[src/rtl/im2col_pkg.sv]
// Shared types for the im2col window generator: FSM states, the latched frame
// configuration and the helpers that judge and step it.
package im2col_pkg;

    typedef enum logic [1:0] {
        ST_IDLE,
        ST_RUN,
        ST_DRAIN,
        ST_DONE
    } state_t;

    localparam int STRIDE_MIN = 1;
    localparam int STRIDE_MAX = 3;

    // Fields are wider than any legal image so oversized requests can be judged.
    typedef struct packed {
        logic [15:0] img_w;
        logic [15:0] img_h;
        logic [1:0]  stride;
    } cfg_t;

    function automatic logic cfg_legal(input cfg_t cfg, input int k,
                                       input int max_w, input int max_h);
        return (int'(cfg.img_w) >= k) && (int'(cfg.img_w) <= max_w) &&
               (int'(cfg.img_h) >= k) && (int'(cfg.img_h) <= max_h) &&
               (int'(cfg.stride) >= STRIDE_MIN) && (int'(cfg.stride) <= STRIDE_MAX);
    endfunction

    function automatic logic [1:0] next_phase(input logic [1:0] ph, input logic [1:0] stride);
        return (ph == stride - 2'd1) ? 2'd0 : ph + 2'd1;
    endfunction

endpackage

[src/rtl/im2col_window_gen_if.sv]
// Pixel-in / window-out handshake bundle; master is the stream source/sink,
// slave is the window generator.
interface im2col_window_gen_if #(
    parameter int DATA_W    = 16,
    parameter int MAX_IMG_W = 28,
    parameter int MAX_IMG_H = 28,
    parameter int K         = 5
);
    localparam int ROW_W = $clog2(MAX_IMG_H);
    localparam int COL_W = $clog2(MAX_IMG_W);

    logic [DATA_W-1:0] in_data;
    logic              in_valid;
    logic              in_ready;
    logic [DATA_W-1:0] out_win [K*K];
    logic [ROW_W-1:0]  out_row;
    logic [COL_W-1:0]  out_col;
    logic              out_valid;
    logic              out_ready;

    modport master (
        output in_data, in_valid, out_ready,
        input  in_ready, out_win, out_row, out_col, out_valid
    );

    modport slave (
        input  in_data, in_valid, out_ready,
        output in_ready, out_win, out_row, out_col, out_valid
    );
endinterface

[src/rtl/im2col_line_buf.sv]
// One image row of delay: addressed by column, so each read returns the pixel
// written at the same column one row earlier, whatever the frame width.
module im2col_line_buf #(
    parameter int DATA_W = 16,
    parameter int DEPTH  = 28,
    parameter int AW     = $clog2(DEPTH)
) (
    input  logic              clk,
    input  logic              wr_en,
    input  logic [AW-1:0]     addr,
    input  logic [DATA_W-1:0] wr_data,
    output logic [DATA_W-1:0] rd_data
);
    logic [DATA_W-1:0] mem [DEPTH];

    always_ff @(posedge clk) begin
        if (wr_en) begin
            mem[addr] <= wr_data;
        end
    end

    assign rd_data = mem[addr];
endmodule

[src/rtl/im2col_window_gen.sv]
// Streams a raster image and emits every strided KxK window with its top-left
// coordinate, using K-1 row buffers and a shifting KxK register window.
module im2col_window_gen
    import im2col_pkg::*;
#(
    parameter int DATA_W    = 16,
    parameter int MAX_IMG_W = 28,
    parameter int MAX_IMG_H = 28,
    parameter int K         = 5
) (
    input  logic                           clk,
    input  logic                           nrst,
    input  logic                           start,
    input  logic [$clog2(MAX_IMG_W+1)-1:0] cfg_img_w,
    input  logic [$clog2(MAX_IMG_H+1)-1:0] cfg_img_h,
    input  logic [1:0]                     cfg_stride,
    im2col_window_gen_if.slave             bus,
    output logic                           busy,
    output logic                           done,
    output logic                           cfg_err
);
    localparam int ROW_W = $clog2(MAX_IMG_H);
    localparam int COL_W = $clog2(MAX_IMG_W);
    localparam logic [15:0]      KM1     = 16'(K - 1);
    localparam logic [ROW_W-1:0] ROW_KM1 = ROW_W'(K - 1);
    localparam logic [COL_W-1:0] COL_KM1 = COL_W'(K - 1);

    state_t            state_q, state_d;
    cfg_t              cfg_q, cfg_in;
    logic              cfg_ok;
    logic [COL_W-1:0]  col_q;
    logic [ROW_W-1:0]  row_q;
    logic [1:0]        col_ph_q, row_ph_q;
    logic              accept, last_col, last_row, complete;
    logic [DATA_W-1:0] lb_rd   [K-1];
    logic [DATA_W-1:0] col_vec [K];
    logic [DATA_W-1:0] win_q   [K*K];
    logic [DATA_W-1:0] win_d   [K*K];

    assign cfg_in = '{img_w: 16'(cfg_img_w), img_h: 16'(cfg_img_h), stride: cfg_stride};
    assign cfg_ok = cfg_legal(cfg_in, K, MAX_IMG_W, MAX_IMG_H);

    assign bus.in_ready = (state_q == ST_RUN) && (!bus.out_valid || bus.out_ready);
    assign accept   = bus.in_valid && bus.in_ready;
    assign last_col = (16'(col_q) == cfg_q.img_w - 16'd1);
    assign last_row = (16'(row_q) == cfg_q.img_h - 16'd1);

    // Phases hold (pos-K+1) mod stride, so zero marks a window-aligned row/column.
    assign complete = accept && (16'(row_q) >= KM1) && (16'(col_q) >= KM1) &&
                      (row_ph_q == 2'd0) && (col_ph_q == 2'd0);

    assign busy = (state_q != ST_IDLE);
    assign done = (state_q == ST_DONE);

    always_ff @(posedge clk or negedge nrst) begin
        if (!nrst) begin
            state_q <= ST_IDLE;
        end else begin
            state_q <= state_d;
        end
    end

    always_comb begin
        state_d = state_q;
        case (state_q)
            ST_IDLE:  if (start) state_d = cfg_ok ? ST_RUN : ST_DONE;
            ST_RUN:   if (accept && last_col && last_row) state_d = ST_DRAIN;
            ST_DRAIN: if (!bus.out_valid) state_d = ST_DONE;
            ST_DONE:  state_d = ST_IDLE;
            default:  state_d = ST_IDLE;
        endcase
    end

    always_ff @(posedge clk or negedge nrst) begin
        if (!nrst) begin
            cfg_q    <= '0;
            cfg_err  <= 1'b0;
            col_q    <= '0;
            row_q    <= '0;
            col_ph_q <= '0;
            row_ph_q <= '0;
        end else if (state_q == ST_IDLE && start) begin
            cfg_q    <= cfg_in;
            cfg_err  <= !cfg_ok;
            col_q    <= '0;
            row_q    <= '0;
            col_ph_q <= '0;
            row_ph_q <= '0;
        end else if (accept) begin
            if (last_col) begin
                col_q    <= '0;
                col_ph_q <= '0;
                row_q    <= last_row ? '0 : row_q + ROW_W'(1);
                row_ph_q <= (16'(row_q) < KM1) ? 2'd0 : next_phase(row_ph_q, cfg_q.stride);
            end else begin
                col_q    <= col_q + COL_W'(1);
                col_ph_q <= (16'(col_q) < KM1) ? 2'd0 : next_phase(col_ph_q, cfg_q.stride);
            end
        end
    end

    // Buffer 0 holds the previous row; each later buffer takes its predecessor's old value.
    for (genvar i = 0; i < K - 1; i++) begin : g_lb
        if (i == 0) begin : g_first
            im2col_line_buf #(.DATA_W(DATA_W), .DEPTH(MAX_IMG_W)) u_lb (
                .clk     (clk),
                .wr_en   (accept),
                .addr    (col_q),
                .wr_data (bus.in_data),
                .rd_data (lb_rd[i])
            );
        end else begin : g_rest
            im2col_line_buf #(.DATA_W(DATA_W), .DEPTH(MAX_IMG_W)) u_lb (
                .clk     (clk),
                .wr_en   (accept),
                .addr    (col_q),
                .wr_data (lb_rd[i-1]),
                .rd_data (lb_rd[i])
            );
        end
        assign col_vec[K-2-i] = lb_rd[i];
    end
    assign col_vec[K-1] = bus.in_data;

    always_comb begin
        for (int r = 0; r < K; r++) begin
            for (int c = 0; c < K - 1; c++) begin
                win_d[r*K+c] = win_q[r*K+c+1];
            end
            win_d[r*K+K-1] = col_vec[r];
        end
    end

    always_ff @(posedge clk or negedge nrst) begin
        if (!nrst) begin
            bus.out_valid <= 1'b0;
            bus.out_row   <= '0;
            bus.out_col   <= '0;
            for (int i = 0; i < K*K; i++) begin
                win_q[i]       <= '0;
                bus.out_win[i] <= '0;
            end
        end else begin
            if (accept) begin
                for (int i = 0; i < K*K; i++) begin
                    win_q[i] <= win_d[i];
                end
            end
            if (complete) begin
                bus.out_valid <= 1'b1;
                bus.out_row   <= row_q - ROW_KM1;
                bus.out_col   <= col_q - COL_KM1;
                for (int i = 0; i < K*K; i++) begin
                    bus.out_win[i] <= win_d[i];
                end
            end else if (bus.out_ready) begin
                bus.out_valid <= 1'b0;
            end
        end
    end
endmodule

[src/flat_wrapper.sv]
// flat-port wrapper written by rule: the top's interface ports become plain ports
module im2col_window_gen_flat import im2col_pkg::*;
#(
    parameter int DATA_W    = 16,
    parameter int MAX_IMG_W = 28,
    parameter int MAX_IMG_H = 28,
    parameter int K         = 5
)
  (clk, nrst, start, cfg_img_w, cfg_img_h, cfg_stride, busy, done, cfg_err, bus_in_data, bus_in_valid, bus_out_ready, bus_in_ready, bus_out_win, bus_out_row, bus_out_col, bus_out_valid);
  im2col_window_gen_if #(.DATA_W(DATA_W), .MAX_IMG_W(MAX_IMG_W), .MAX_IMG_H(MAX_IMG_H), .K(K)) bus_i ();
  input  logic clk;
  input  logic nrst;
  input  logic start;
  input  logic [$clog2(MAX_IMG_W+1)-1:0] cfg_img_w;
  input  logic [$clog2(MAX_IMG_H+1)-1:0] cfg_img_h;
  input  logic [1:0] cfg_stride;
  output logic busy;
  output logic done;
  output logic cfg_err;
  input wire logic [$bits(bus_i.in_data)-1:0] bus_in_data;
  input wire logic [$bits(bus_i.in_valid)-1:0] bus_in_valid;
  input wire logic [$bits(bus_i.out_ready)-1:0] bus_out_ready;
  output wire logic [$bits(bus_i.in_ready)-1:0] bus_in_ready;
  output wire logic [$bits(bus_i.out_win)-1:0] bus_out_win;
  output wire logic [$bits(bus_i.out_row)-1:0] bus_out_row;
  output wire logic [$bits(bus_i.out_col)-1:0] bus_out_col;
  output wire logic [$bits(bus_i.out_valid)-1:0] bus_out_valid;
  assign bus_i.in_data = bus_in_data;
  assign bus_i.in_valid = bus_in_valid;
  assign bus_i.out_ready = bus_out_ready;
  assign bus_in_ready = bus_i.in_ready;
  assign bus_out_win = {>>{bus_i.out_win}};
  assign bus_out_row = bus_i.out_row;
  assign bus_out_col = bus_i.out_col;
  assign bus_out_valid = bus_i.out_valid;
  im2col_window_gen #(.DATA_W(DATA_W), .MAX_IMG_W(MAX_IMG_W), .MAX_IMG_H(MAX_IMG_H), .K(K)) u_core (.clk(clk), .nrst(nrst), .start(start), .cfg_img_w(cfg_img_w), .cfg_img_h(cfg_img_h), .cfg_stride(cfg_stride), .bus(bus_i), .busy(busy), .done(done), .cfg_err(cfg_err));
endmodule
[config.mk]
export PLATFORM = sky130hd
export DESIGN_NAME = im2col_window_gen_flat
export DESIGN_NICKNAME = d
export VERILOG_FILES = /design/src/rtl/im2col_pkg.sv /design/src/rtl/im2col_window_gen_if.sv /design/src/rtl/im2col_line_buf.sv /design/src/rtl/im2col_window_gen.sv /design/src/flat_wrapper.sv
export SDC_FILE = /design/constraint.sdc
export NUM_CORES = 2
export LEC_CHECK = 0
export CAP_MARGIN = 20
export CORE_MARGIN = 4
export CORE_UTILIZATION = 60
export CTS_CLUSTER_SIZE = 40
export DETAILED_ROUTE_END_ITERATION = 6
export GPL_ROUTABILITY_DRIVEN = 0
export PLACE_DENSITY = 0.81
export REMOVE_ABC_BUFFERS = 1
export SLEW_MARGIN = 10
export SYNTH_ARGS = -nofsm -noshare
export SYNTH_HDL_FRONTEND = slang
export SYNTH_SLANG_ARGS = --single-unit
[constraint.sdc]
create_clock -name clk -period 9.3 [get_ports clk]
set_clock_uncertainty 0.15 [all_clocks]
set_input_delay 1.395 -clock clk [delete_from_list [all_inputs] [get_ports clk]]
set_output_delay 1.395 -clock clk [all_outputs]
set_load 0.05 [all_outputs]
==> qor.csv <==
metric;value;unit
peak supply drop;0.302;mV
main area contributors after synthesis;edfxtp_1, dfrtp_1, mux4_2;
outcome;finished, final reports clean;
Unique masters post-synth;57;
slew at the pin closest to its max-slew limit;1.16;ns
Hold/Removal Path Class;flop to flop;
die width;410;um
top cell type's share of synthesized area;0.554;
Pre-antenna DRT Iters;7;
WHS Path Cells;2;
cts hold-fix bufs;0;
placed cells;8510;
largest net degree at the start of global routing;160;
final slew viol count;0;
min-delay src;u_core.win_d[384]$_DFFE_PN0P_;
Synth Register Bits;2552;
final WL;269000;um
row count;147;
clock sinks;2552;
final period utilization;0.557;
Power, Total;43.1;mW
startpoint types;flop;
setup_tns;0;ns
Post-Syn Area;97100;um2
vias in the first global route;57900;
total CTS buffers;238;
post-synth top area cell;edfxtp_1;
Wirelength per Cell;29.9;um
TritonCTS clock tree;done;
busiest grt layer;met2;
YS warnings;0;
first-pass GRT wire length;389000;um
Synth-to-Final Area Change;15.8;%
Initial DRC Count;8930;
Setup Slack @ Placement;4.08;ns
GRT Resource Usage Total;0.315;
r2r setup slk;4.12;ns
Hold Fails Final Rpt;0;
worst-path fanout max;43;
input/output buffers;447;
Async SR Flop Fraction;0.298;
Routed Antenna Nets;0;
EDFF count, synth;1792;
reg2reg start;u_core.col_q[0]$_DFFE_PN0P_;
core area;161000;um2
Worst EP arrival;5.79;ns
CP required;9.91;ns
pwr/cell area;383;nW/um2
Mean Syn Cell Area;15.8;um2
Synth Instances;6134;
worst reg2reg endpoint;u_core.win_d[98]$_DFFE_PN0P_;
RSZ-0062 raised after global routing;no;
Setup Viol. Count Final;0;
Achievable Freq;0.193;GHz
slew margin rel.;0.222;
postcts setup bufs;0;
initial core utilization;0.604;
met1 usage;0.434;
drc violations;0;
CP Class;flop to flop;
die height;410;um
Fill cells;9812;
initial antenna violation count;5;
full die area;168000;um2
H-tree Lvls;4;
nets;6663;
worst-skew pair later-pin latency;0.89;ns
clock tree root buffer cell;clkbuf_16;
DP Wirelength;127000;um
worst setup margin;4.12;ns
Reg2Reg Depth;7;
met2 Track Usage GR;0.499;
Hold Path End;u_core.bus.out_win[384]$_DFFE_PN0P_;
layout cell share with drive strength beyond 1;0.162;
Max Buffers Root-to-Sink;3;
ys flop type;edfxtp_1;
crit end category;flop;
Ports;448;
Clock transition at path regs;0.06;ns
register area share after synthesis;0.750;
cell with the most instances after synthesis;nand2_1;
leak pwr;42.6;nW
Max Cap Viol;0;
post-cts resize count;0;
vias per cell;6.50;
routing usage on met3;0.0671;
most instantiated cells after synthesis;nand2_1, edfxtp_1, dfrtp_1;
crit path time final;5.18;ns
Finished Layout Cells;8980;
gr ovfl total;0;
vias;58400;
-- sequential cells by signal (all words and copies together), names as in the netlist --
register and cells:
u_core.g_lb.g_rest.u_lb.mem 1344, u_core.g_lb.g_first.u_lb.mem 448, u_core.bus.out_win 400, u_core.win_d 320, u_core.cfg_q 12, u_core.bus.out_col 5
u_core.bus.out_row 5, u_core.col_q 5, u_core.row_q 5, u_core.col_ph_q 2, u_core.row_ph_q 2, u_core.state_q 2
u_core.bus.out_valid 1, u_core.cfg_err 1
-- cell usage in the layout (no fill, tap or decap), drive strengths merged, types with 20 or more instances in the layout --
master / count
a21o: 28
a21oi: 21
a221o: 20
a22oi: 67
a31oi: 28
buf: 123
bufinv: 27
clkbuf: 316
clkdlybuf4s50: 446
clkinv: 81
clkinvlp: 21
dfrtp: 760
edfxtp: 1792
ha: 21
inv: 27
mux2: 94
mux4: 448
nand2: 2205
nand3: 61
nor2: 25
o21ai: 50
o22ai: 28
-- cells by family (layout without fill, tap and decap cells) --
group / Yosys count / count (layout) / share of synthesized area
and+or+nand+nor: 2349 / 2349 / 0.0935
xor gates and xnor gates: 21 / 21 / 0.00197
muxes: 550 / 550 / 0.116
other: 0 / 1 / 0
buffers and inverters: 356 / 1041 / 0.0153
adders and majority gates: 21 / 21 / 0.00271
AOI/OAI and AO/OA: 285 / 285 / 0.0207
DFF: 2552 / 2552 / 0.750
-- how the worst max path moves through the flow --
stage / startpoint / end / cells past startpoint
after floorplan: u_core.col_q[0]$_DFFE_PN0P_ / u_core.bus.out_win[160]$_DFFE_PN0P_ / 5
after global routing: u_core.col_q[0]$_DFFE_PN0P_ / u_core.bus.out_win[164]$_DFFE_PN0P_ / 8
after detailed placement: bus_out_ready / u_core.bus.out_win[45]$_DFFE_PN0P_ / 9
after CTS: u_core.col_q[0]$_DFFE_PN0P_ / u_core.g_lb[3].g_rest.u_lb.mem[15][0]$_DFFE_PP_ / 6
final: u_core.col_q[0]$_DFFE_PN0P_ / u_core.win_d[98]$_DFFE_PN0P_ / 7
after global placement: bus_out_ready / u_core.bus.out_win[7]$_DFFE_PN0P_ / 9
-- power breakdown --
group | switching [mW] | internal, mW | leakage [nW]
sequential | 1.34 | 16.5 | 25.8
combinational | 10.3 | 4.88 | 12.9
clock | 4.38 | 5.76 | 3.95
-- cell type report --
class / instances / area, um2 / area share
clock buffers: 315 / 6610 / 0.0588
well taps: 2160 / 2700 / 0.0240
flip-flops and latches: 2552 / 72800 / 0.648
repair buffers: 570 / 5720 / 0.0509
diodes: 1 / 2.50 / 0.0000223
multi-input cells: 3226 / 23000 / 0.204
inverters: 21 / 81.3 / 0.000723
clock inverters: 135 / 1510 / 0.0134
-- worst max-delay path: stages, from the launching register on --
cell and delay, ns:
dfrtp_4 1.01, buf_4 0.81, buf_4 0.78, mux4_2 0.64, a22oi_1 0.29, o22ai_1 0.13
a21o_1 0.57, mux2_2 0.47
-- per-layer routing --
metal / share of wire / vias up / routed length (um)
met5: 0.00010 / - / 27
met4: 0.045 / 4 / 12200
met3: 0.12 / 868 / 32500
met2: 0.49 / 4797 / 131000
met1: 0.35 / 29400 / 93200
li1: - / 23300 / -
-- metrics by stage --
step / hold WS, ns / instance area (um2) / utilization
final: 0.312 / 112000 / 0.699
after global routing: 0.319 / 112000 / 0.699
after CTS: 0.314 / 112000 / 0.697
after detailed placement: 0.296 / 104000 / 0.647
after global placement: 0.299 / 104000 / 0.647
after floorplan: 0.289 / 95700 / -
No activity file was read; power rests on OpenSTA's default activity.
